<file path="config.mk">
export PLATFORM = sky130hd
export DESIGN_NAME = sync_fifo_flex
export DESIGN_NICKNAME = d
export VERILOG_FILES = /design/src/rtl/sync_fifo_flex.sv
export SDC_FILE = /design/constraint.sdc
export NUM_CORES = 1
export LEC_CHECK = 0
export ABC_CLOCK_PERIOD_IN_PS = 4100
export CAP_MARGIN = 10
export CELL_PAD_IN_SITES_DETAIL_PLACEMENT = 1
export CELL_PAD_IN_SITES_GLOBAL_PLACEMENT = 2
export CORE_MARGIN = 4
export CORE_UTILIZATION = 50
export CTS_BUF_LIST = sky130_fd_sc_hd__clkbuf_8
export DETAILED_ROUTE_END_ITERATION = 10
export PLACE_DENSITY_LB_ADDON = 0.1
export SLEW_MARGIN = 0
export SYNTH_ARGS = -nofsm -noshare
export SYNTH_HDL_FRONTEND = slang
export SYNTH_SLANG_ARGS = --single-unit
</file>
<file path="constraint.sdc">
create_clock -name clk -period 4.1 [get_ports clk]
set_clock_uncertainty 0.05 [all_clocks]
set_input_delay 0.41 -clock clk [delete_from_list [all_inputs] [get_ports clk]]
set_output_delay 0.41 -clock clk [all_outputs]
set_load 0.05 [all_outputs]
</file>
<file path="src/rtl/sync_fifo_flex.sv">
// Single-clock FIFO with arbitrary depth, selectable standard or first-word-fall-through
// read, programmable almost flags, live fill count and sticky overflow/underflow flags.
module sync_fifo_flex #(
  parameter int DATA_WIDTH = 8,
  parameter int FIFO_SIZE  = 16,
  parameter int AF_LEVEL   = FIFO_SIZE - 2,
  parameter int AE_LEVEL   = 2,
  parameter int FWFT       = 0,
  parameter int PTR_WIDTH  = $clog2(FIFO_SIZE),
  parameter int CNT_WIDTH  = $clog2(FIFO_SIZE + 1)
) (
  input  logic                  clk,
  input  logic                  rst,
  input  logic                  wr_en,
  input  logic [DATA_WIDTH-1:0] wdata,
  input  logic                  rd_en,
  input  logic                  clr_err,
  output logic [DATA_WIDTH-1:0] rdata,
  output logic                  full,
  output logic                  almost_full,
  output logic                  empty,
  output logic                  almost_empty,
  output logic [CNT_WIDTH-1:0]  count,
  output logic                  overflow,
  output logic                  underflow
);

  logic [DATA_WIDTH-1:0] mem [0:FIFO_SIZE-1];
  logic [PTR_WIDTH-1:0]  wr_ptr;
  logic [PTR_WIDTH-1:0]  rd_ptr;
  logic [CNT_WIDTH-1:0]  cnt_nxt;
  logic                  rd_acc;
  logic                  wr_acc;

  // Pointers wrap explicitly so any depth works, not only powers of two.
  function automatic logic [PTR_WIDTH-1:0] ptr_inc(input logic [PTR_WIDTH-1:0] p);
    return (p == PTR_WIDTH'(FIFO_SIZE - 1)) ? '0 : p + PTR_WIDTH'(1);
  endfunction

  always_comb begin
    rd_acc  = rd_en & ~empty;
    wr_acc  = wr_en & (~full | rd_acc);
    cnt_nxt = count;
    if (wr_acc && !rd_acc)
      cnt_nxt = count + CNT_WIDTH'(1);
    else if (rd_acc && !wr_acc)
      cnt_nxt = count - CNT_WIDTH'(1);
  end

  always_ff @(posedge clk) begin
    if (wr_acc)
      mem[wr_ptr] <= wdata;
  end

  always_ff @(posedge clk or negedge rst) begin
    if (!rst) begin
      wr_ptr       <= '0;
      rd_ptr       <= '0;
      count        <= '0;
      full         <= 1'b0;
      almost_full  <= 1'b0;
      empty        <= 1'b1;
      almost_empty <= 1'b1;
      overflow     <= 1'b0;
      underflow    <= 1'b0;
    end else begin
      if (wr_acc)
        wr_ptr <= ptr_inc(wr_ptr);
      if (rd_acc)
        rd_ptr <= ptr_inc(rd_ptr);
      count        <= cnt_nxt;
      full         <= (cnt_nxt == CNT_WIDTH'(FIFO_SIZE));
      almost_full  <= (cnt_nxt >= CNT_WIDTH'(AF_LEVEL));
      empty        <= (cnt_nxt == '0);
      almost_empty <= (cnt_nxt <= CNT_WIDTH'(AE_LEVEL));
      // A new error in the same cycle as a clear keeps the flag set.
      overflow     <= (wr_en & ~wr_acc) | (overflow & ~clr_err);
      underflow    <= (rd_en & empty) | (underflow & ~clr_err);
    end
  end

  generate
    if (FWFT == 0) begin : g_std
      always_ff @(posedge clk or negedge rst) begin
        if (!rst)
          rdata <= '0;
        else if (rd_acc)
          rdata <= mem[rd_ptr];
      end
    end else begin : g_fwft
      assign rdata = mem[rd_ptr];
    end
  endgenerate

endmodule

</file>
==> run metrics <==
Critical Path End Type output port; Relative slew margins 0.451; effective utilization at floorplan 0.510; Layout area overhead 13.8%; r2r startpoint rd_ptr[2]$_DFFE_PN0P_; GRT overflow 0; Crit path depth 1; placed cell count 585; Clock Sinks 155; largest net degree at the start of global routing 32; Mapped Cells 390; startpoint types register; part of the Yosys area used for sequential elements 0.705; CTS H-Tree Depth 4; maximum clock rate 431 MHz; dominant cell type by area after synthesis edfxtp_1; CTS Buf Count 17; GRT Total Usage 0.205; Netlist cell types 50; most frequent cells in the layout edfxtp_1 (128), mux2i_1 (36), clkdlybuf4s50_1 (31); final max-slew violation count 0; Vias 3521; CTS Hold Bufs 0; critical path required time 3.64 ns; Reg clk slew, reported paths 0.09 ns; Post-synth top flop edfxtp_1; CP Max Fanout 5; Placer Congestion 0.769; Max Cap Viol 0; Die Span X roughly 120 microns; io pins 32; Syn Area/Cell ~16 sq um; largest cells by area after synthesis edfxtp_1 (60%), dfrtp_1 (9.8%), mux2i_1 (5.6%), mux4_2 (3.5%), mux4_1 (2.9%); final hold vios 0; YS warnings 0; syn_nets between 400 and 500; top-area cell type share of the netlist area 0.600; Crit-path slowest cell clkdlybuf4s50_1; routed len/inst approximately 23 microns; CP top delay family buffers and inverters; core box area ~13000 sq um; R2R setup slack ~1.8 ns; PostCTS Resize Cnt 0; reg2reg path depth 5; initial antenna violation count 0; #FFs+latches synth approximately 160; WS Path Type reg2out; final setup vio count 0; Detailed Place HPWL 9340 microns; Row Count between 40 and 50; VDD IR max 0.289 mV; Hold Crit Class in2async; Iter 0 DRT Violations 293; most common cell after layout, fill and taps aside edfxtp_1; # DRC 0; worst-path cell chain clkdlybuf4s50_1; port bufs 31; Critical Path Start empty$_DFF_PN1_; final cycle utilization of the critical path 0.566; first-pass GRT wire length 21700 microns; Period minus WS final roughly 2.3 ns; n_diodes 0; Worst path max stage delay a little over 0.8 ns; Routed WL 14000 microns; Finished Layout Cells 617; async set or reset register ratio after synthesis 0.174; mapped cell area 6410 sq um; antenna violation net count after detailed routing 0; P_leak 2.58 nW; Vias/cell 5.71; TNS Setup 0 ns; worst skew pair latency 0.46 ns; Slew @ Worst Pin 0.823 ns; PwrDens 692 nW/um^2; EDFF count, synth 128; WP buf/inv 1; die height 121 microns; worst hold slack 0.285 ns; CTS tree done; Pre-antenna DRT Iters 6; post-CTS setup buffers 0; share of layout cells above drive strength 1 0.139; die area around 15000 sq um; Power Total roughly 5.0 mW; status finished, final reports clean; RSZ-0062 raised after global routing false; Final nets 452; Root Driver clkbuf_8; vias in the first global route 3692; Core Util, Final 0.581; Crit path arrival time around 1.9 ns; worst-case clock buffer depth 2; R2R Path End rdata[6]$_DFFE_PN0P_
-- sequential cells by signal, summed over array words and instances (netlist names) --
register      flops
almost_empty      1
almost_full       1
count             5
empty             1
full              1
mem             128
overflow          1
rd_ptr            4
rdata             8
underflow         1
wr_ptr            4
-- logic make-up after synthesis --
family	count (synthesis)	share of synthesized area
AND/OR/NAND/NOR	90	0.0757
adder cells (fa/ha/maj)	7	0.0137
multiplexers	53	0.120
buffers and inverters	25	0.0226
XOR/XNOR	5	0.00800
flip-flops	155	0.705
AO/OA/AOI/OAI	55	0.0545
-- how the worst max path moves through the flow --
stage / to / slack, ns
finish: empty / 1.78
global route: rdata[6]$_DFFE_PN0P_ / 1.67
CTS: empty / 1.75
detailed placement: mem[15][7]$_DFFE_PP_ / 1.43
global placement: mem[15][5]$_DFFE_PP_ / 1.55
floorplan: mem[7][0]$_DFFE_PP_ / 1.79
-- synth_stat cells (all sizes together), types with 3 or more instances --
cell type / n
and4: 3
ha: 7
mux2i: 36
nand3: 10
nand2b: 3
buf: 13
o22ai: 8
xnor2: 5
and3: 8
nand2: 18
and2: 4
mux4: 17
nor3: 11
a31oi: 4
o211ai: 4
o21ai: 12
nor2b: 5
inv: 7
edfxtp: 128
dfrtp: 25
a211oi: 3
clkbuf: 5
o21a: 3
a21oi: 11
nor2: 18
-- cell type report --
class	count	area [sq um]
sequential	155	4520
timing repair buffer	41	385
inverter	7	26.3
multi-input combinational	210	1740
clock buffer	17	234
tap	172	215
clock inverter	15	170
fill	1140	5270
-- metrics by stage --
stage | worst slack [ns] | cell area [sq um]
after floorplan | 1.79 | 6410
after global placement | 1.55 | 6890
after detailed placement | 1.43 | 6890
after CTS | 1.75 | 7300
after global routing | 1.67 | 7300
final | 1.78 | 7300
-- where the power goes --
part,switching [mW],internal (mW)
sequential,0.254,1.94
clock,0.646,0.518
combinational,1.01,0.681
total,1.91,3.14
-- metal layers --
| metal | share of wire | global-route usage | wire [microns] |
|---|---|---|---|
| met1 | 0.47 | 0.296 | 6570 |
| met2 | 0.47 | 0.305 | 6580 |
| met3 | 0.034 | 0.0476 | 474 |
| met4 | 0.024 | 0.0798 | 332 |
| met5 | 0 | 0 | 0 |
Note: power is estimated with default switching activity, not from simulation.
